`src/rtl/retire_recovery_ctrl.sv`:
```
// retire_recovery_ctrl
//   Sequences branch-mispredict recovery. In the mispredict cycle the ROB is
//   flushed and the freelist restore mask is loaded. The speculative map
//   table is then rebuilt from the architectural map, RESTORE_W entries per
//   cycle. Next the controller waits for in-flight functional units to
//   drain, and finally hands the corrected PC to fetch. The front end is
//   stalled for the whole recovery.
//
// Optional feature: define RECOVERY_PERF_EN to add saturating performance
//   counters perf_recoveries and perf_stall_cycles.
//
// Ports
//   clock                 rising-edge clock
//   reset                 asynchronous, active-low; forces IDLE, all outputs 0
//   mispredict            from retire, same cycle as the offending commit
//   branch_target_in      corrected PC accompanying mispredict
//   arch_table_snapshot   architectural map contents
//   fu_busy               some FU/CDB operation still in flight
//   redirect_ready        fetch accepts the redirect
//   busy                  controller not in IDLE
//   stall_front           hold fetch/dispatch
//   rob_flush             one-cycle ROB flush
//   freelist_restore_en   one-cycle freelist mask load
//   map_restore_en/idx/entry  per-lane speculative map write port
//   redirect_valid/pc     redirect to fetch
//   perf_recoveries, perf_stall_cycles  (RECOVERY_PERF_EN only)
//   state_dbg             current FSM state, for checkers
`ifndef ARCH_REG_SZ
`define ARCH_REG_SZ 32
`endif

module retire_recovery_ctrl #(
  parameter int ARCH_COUNT = `ARCH_REG_SZ,
  parameter int RESTORE_W  = 4,
  parameter int ADDR_W     = 32,
  parameter int ENTRY_W    = 7,
  parameter int IDX_W      = (ARCH_COUNT > 1) ? $clog2(ARCH_COUNT) : 1
) (
  input  logic                                 clock,
  input  logic                                 reset,
  input  logic                                 mispredict,
  input  logic [ADDR_W-1:0]                    branch_target_in,
  input  logic [ARCH_COUNT-1:0][ENTRY_W-1:0]   arch_table_snapshot,
  input  logic                                 fu_busy,
  input  logic                                 redirect_ready,
  output logic                                 busy,
  output logic                                 stall_front,
  output logic                                 rob_flush,
  output logic                                 freelist_restore_en,
  output logic [RESTORE_W-1:0]                 map_restore_en,
  output logic [RESTORE_W-1:0][IDX_W-1:0]      map_restore_idx,
  output logic [RESTORE_W-1:0][ENTRY_W-1:0]    map_restore_entry,
  output logic                                 redirect_valid,
  output logic [ADDR_W-1:0]                    redirect_pc,
`ifdef RECOVERY_PERF_EN
  output logic [31:0]                          perf_recoveries,
  output logic [31:0]                          perf_stall_cycles,
`endif
  output logic [1:0]                           state_dbg
);

  // One extra bit so base_q can step past ARCH_COUNT-1 without wrapping.
  localparam int BASE_W = $clog2(ARCH_COUNT) + 1;

  typedef enum logic [1:0] {
    IDLE     = 2'd0,
    RESTORE  = 2'd1,
    DRAIN    = 2'd2,
    REDIRECT = 2'd3
  } state_t;

  state_t              state_q, state_d;
  logic [ADDR_W-1:0]   tgt_q;
  logic [BASE_W-1:0]   base_q, base_d;
  logic                load_tgt;
  logic                accept;

  assign state_dbg = state_q;
  assign busy      = (state_q != IDLE);

  // An accepted mispredict is gated by reset so that the combinational
  // flush/restore pulses also read 0 while reset is held.
  assign accept = (state_q == IDLE) && mispredict && reset;

  always_ff @(posedge clock or negedge reset) begin
    if (!reset) begin
      state_q <= IDLE;
      tgt_q   <= '0;
      base_q  <= '0;
    end else begin
      state_q <= state_d;
      base_q  <= base_d;
      if (load_tgt) tgt_q <= branch_target_in;
    end
  end

  // Redirect handshake: redirect_valid and redirect_pc are held stable from
  // the first REDIRECT cycle until the cycle in which redirect_ready is also
  // 1; that cycle is the transfer, and the FSM returns to IDLE after it.
  always_comb begin
    state_d             = state_q;
    base_d              = base_q;
    load_tgt            = 1'b0;
    stall_front         = 1'b0;
    rob_flush           = 1'b0;
    freelist_restore_en = 1'b0;
    map_restore_en      = '0;
    map_restore_idx     = '0;
    map_restore_entry   = '0;
    redirect_valid      = 1'b0;
    redirect_pc         = '0;
    case (state_q)
      IDLE: begin
        if (accept) begin
          // Freelist mask is only valid this cycle, so consume it now.
          rob_flush           = 1'b1;
          freelist_restore_en = 1'b1;
          stall_front         = 1'b1;
          load_tgt            = 1'b1;
          base_d              = '0;
          state_d             = RESTORE;
        end
      end
      RESTORE: begin
        stall_front = 1'b1;
        for (int i = 0; i < RESTORE_W; i++) begin
          // Lanes past the end of the table stay disabled on the last pass.
          if (int'(base_q) + i < ARCH_COUNT) begin
            map_restore_en[i]    = 1'b1;
            map_restore_idx[i]   = base_q[IDX_W-1:0] + IDX_W'(i);
            map_restore_entry[i] = arch_table_snapshot[base_q[IDX_W-1:0] + IDX_W'(i)];
          end
        end
        base_d = base_q + BASE_W'(RESTORE_W);
        if (int'(base_q) + RESTORE_W >= ARCH_COUNT) state_d = DRAIN;
      end
      DRAIN: begin
        stall_front = 1'b1;
        if (!fu_busy) state_d = REDIRECT;
      end
      REDIRECT: begin
        stall_front    = 1'b1;
        redirect_valid = 1'b1;
        redirect_pc    = tgt_q;
        if (redirect_ready) state_d = IDLE;
      end
      default: state_d = IDLE;
    endcase
  end

`ifdef RECOVERY_PERF_EN
  always_ff @(posedge clock or negedge reset) begin
    if (!reset) begin
      perf_recoveries   <= '0;
      perf_stall_cycles <= '0;
    end else begin
      if (accept && (perf_recoveries != '1))
        perf_recoveries <= perf_recoveries + 32'd1;
      if (stall_front && (perf_stall_cycles != '1))
        perf_stall_cycles <= perf_stall_cycles + 32'd1;
    end
  end
`endif

endmodule
```
`config.mk`:
```
export PLATFORM = sky130hd
export DESIGN_NAME = retire_recovery_ctrl
export DESIGN_NICKNAME = d
export VERILOG_FILES = /design/src/rtl/retire_recovery_ctrl.sv
export SDC_FILE = /design/constraint.sdc
export NUM_CORES = 1
export LEC_CHECK = 0
export BUFFER_PORTS_ARGS = -buffer_cell sky130_fd_sc_hd__buf_2
export CAP_MARGIN = 20
export CELL_PAD_IN_SITES_DETAIL_PLACEMENT = 0
export CELL_PAD_IN_SITES_GLOBAL_PLACEMENT = 1
export CORE_AREA = 2 2 135 137
export CTS_BUF_LIST = sky130_fd_sc_hd__clkbuf_8
export DETAILED_ROUTE_END_ITERATION = 12
export DIE_AREA = 0 0 137 139
export PLACE_DENSITY = 0.7
export SETUP_SLACK_MARGIN = 0.4
export SLEW_MARGIN = 15
export SYNTH_ARGS = -nofsm -noshare
export SYNTH_HDL_FRONTEND = slang
export SYNTH_SLANG_ARGS = --single-unit
```
`constraint.sdc`:
```
create_clock -name clock -period 5.6 [get_ports clock]
set_clock_uncertainty 0.05 [all_clocks]
set_input_delay 0 -clock clock [delete_from_list [all_inputs] [get_ports clock]]
set_output_delay 0 -clock clock [all_outputs]
set_load 0.02 [all_outputs]
```
==> impl_metrics.tcl <==
set metrics [dict create \
    ys_seq_area_share_pct 25.4 \
    ys_ff_latch 38 \
    rsz0062_at_grt "no" \
    clk_latency_ps 300 \
    synth_area_leaders "dfrtp_1 (25%), mux4_2 (22%), mux4_1 (14%)" \
    p_int_mw 1.42 \
    min_period_ps 2940 \
    synth.top_cell.area_share_pct 25.4 \
    synth-main-ff-cell "dfrtp_1" \
    ios 352 \
    die_x_um 137 \
    irDropWorstVdd_mv 0.299 \
    period_share_pct 52.5 \
    clk_pin_slew_ps 80 \
    synth_edf_count 0 \
    r2r_slack_ps 3470 \
    ctsHtreeMaxLevel 2 \
    status "complete, no violations" \
    clockBufferDepth 2 \
    switchingPower_mw 1.11 \
    setup_tns_ps 0 \
    crit_family "simple AND/OR/NAND/NOR gates" \
    core_area_mm2 0.0177 \
    grt_pass1_vias 4027 \
    synth_cell_types 29 \
    wire_per_inst_um 18.0 \
    critPathArrivalTime_ps 2890 \
    timing.hold.ws_ps 97.7 \
    post-route-worst-setup-slack_ps 2660 \
    switching_share_pct 43.9 \
    grt_usage_pct 15.1 \
    gp_congestion 0.791 \
    drt-pass1-iter-count 4 \
    regArea_um2 956 \
    grt_pass1_wl_mm 22.3 \
    yosys_warnings 0 \
    cts_buffers 5 \
    route.detailed.drc 0 \
    fp-row-count 49 \
    hpwl_mm 12.5 \
    relSlewSlack_pct 36.5 \
    crit_buf_inv 3 \
    die_h_um 139 \
    power.leakage_nw 3.11 \
    hold_violations 0 \
    drv_slew 0 \
    cts_tree "done" \
    report.final.setup_viol 0 \
    powerDensity_mw_per_mm2 418 \
    cp_slowest_cell "nor2b_2" \
    cp-end-kind "output port" \
    synthesis.area_mm2 0.00374 \
    hp-class "input pin to register" \
    fin_nets 902 \
    syn_avg_cell_area_um2 13.6 \
    totalWireLength_mm 15.6 \
    synth_top_cell_by_area "dfrtp_1" \
    synth-async-reset-ratio_pct 100 \
    area_growth_pct 61.6 \
    worst_pin_slew_ps 953 \
    place_area_mm2 0.00555 \
    numClockSinks 38 \
    nFillCells 1819 \
    cts-root-buf "clkbuf_8" \
    syn_inst 275 \
    crit_fanout 18 \
    combPwrFrac_pct 66.8 \
    dieArea_mm2 0.0190 \
    power_frac_seq_pct 21.4 \
    overflow 0 \
    required_ps 5550 \
    fmax_mhz 340 \
    port_buffers 347 \
    dp_slack_ps 2980 \
    drv_cap 0 \
    route.vias.total 3927 \
    viasPerCell 4.53 \
    multi_input_area_mm2 0.00251 \
    slowest_delay_ps 660 \
    final_area_mm2 0.00605 \
    grt_start_max_net_pins 65 \
    start_util_pct 21.2 \
    cts_resized 0 \
    antenna_found_initial 2 \
    critical_path_class "register to output port" \
    clkPwrFrac_pct 11.7 \
    critical_path.cell_chain "inv_1 -> ha_1 -> nor2b_4 -> nor2b_2 -> buf_4 -> a22o_1 -> buf_2" \
    first_iter_violations 109 \
    cp-start-kind "register" \
    antenna_left 0 \
    drive_gt1_share_pct 68.9 \
]
-- cells by family after synthesis --
family,count (synthesis),share of synthesized area [%]
adder cells (fa/ha/maj),6,2.01
multiplexers,91,46.2
other,1,0.100
AO/OA/AOI/OAI,39,8.79
buffers and inverters,41,7.85
AND/OR/NAND/NOR,59,9.66
flip-flops,38,25.4
-- layout make-up --
| class | count | share of cell area [%] |
|---|---|---|
| multi-input cells | 199 | 41.5 |
| repair buffers | 386 | 35.2 |
| flip-flops and latches | 38 | 15.8 |
| well taps | 229 | 4.74 |
| clock buffers | 6 | 1.36 |
| clock inverters | 2 | 0.993 |
| inverters | 5 | 0.310 |
| diodes | 1 | 0.0414 |
-- routing by layer --
metal	global-route usage, %	up-vias	share of wire (%)
li1	-	1806	-
met1	16.8	1904	36
met2	28.3	203	52
met3	4.20	12	10
met4	3.20	2	1.4
met5	0	-	0.083
-- cell usage after synthesis (2+ instances only) --
| master | count |
|---|---|
| buf_12 | 3 |
| nor2_1 | 2 |
| buf_4 | 12 |
| mux4_2 | 36 |
| a22o_1 | 29 |
| buf_6 | 4 |
| o21ai_0 | 4 |
| inv_1 | 5 |
| buf_2 | 13 |
| nand2_1 | 4 |
| clkbuf_1 | 4 |
| ha_1 | 6 |
| mux2_2 | 34 |
| nor2b_1 | 5 |
| dfrtp_1 | 38 |
| and2_1 | 44 |
| mux4_1 | 20 |
-- power by group through the flow --
stage	logic [mW]	clock network [mW]	registers, mW
final	1.69	0.297	0.542
after floorplan	1.31	0	0.476
after global placement	1.61	0	0.604
after global routing	1.82	0.315	0.568
after CTS	1.63	0.308	0.609
after detailed placement	1.60	0	0.614
-- through the flow --
step           instances  utilization (%)  total power, mW
3_5_place_dp         823             31.4             2.22
3_3_place_gp         823             31.4             2.21
4_1_cts              864             34.1             2.55
6_report             866             34.3             2.53
2_1_floorplan        278                -             1.78
5_1_grt              866             34.3             2.70
-- cells in the final DEF (no fill, tap or decap), drive strengths merged, types with 2 or more instances in the layout --
cell type	synthesis	routed
bufinv	0	2
nor2	2	2
o21ai	4	4
a22o	29	29
ha	6	6
conb	1	4
inv	5	5
mux4	56	56
mux2	34	34
nand2	4	4
clkbuf	4	6
dfrtp	38	38
buf	32	353
nor2b	6	6
dlygate4sd3	0	33
and2	44	44
-- tightest hold or removal path, cell delays in order --
cell     delay (ps)
buf_2            80
a221o_1         160
a21oi_2          60
mux2i_1         110
-- path summary, 6_finish.rpt --
kind	start	endpoint	depth (start not counted)
setup / recovery	state_dbg[1]	map_restore_entry[27]	7
hold / removal	fu_busy	state_dbg[0]	4
setup reg to reg	state_dbg[0]	state_dbg[1]	4
hold reg to reg	tgt_q[24]	tgt_q[24]	1
max in group asynchronous	reset	base_q[2]	3
min in group asynchronous	reset	tgt_q[21]	3
-- sequential cells by signal (all words and copies together), names as in the netlist --
signal,cells
base_q,4
state_dbg,2
tgt_q,32
-- timing repair --
action                                  CTS  global route
hold endpoints to repair                 70             0
hold buffers                             33             0
endpoints found under the setup margin    0             0
setup buffers                             0             0
No activity file was read; power rests on OpenSTA's default activity.
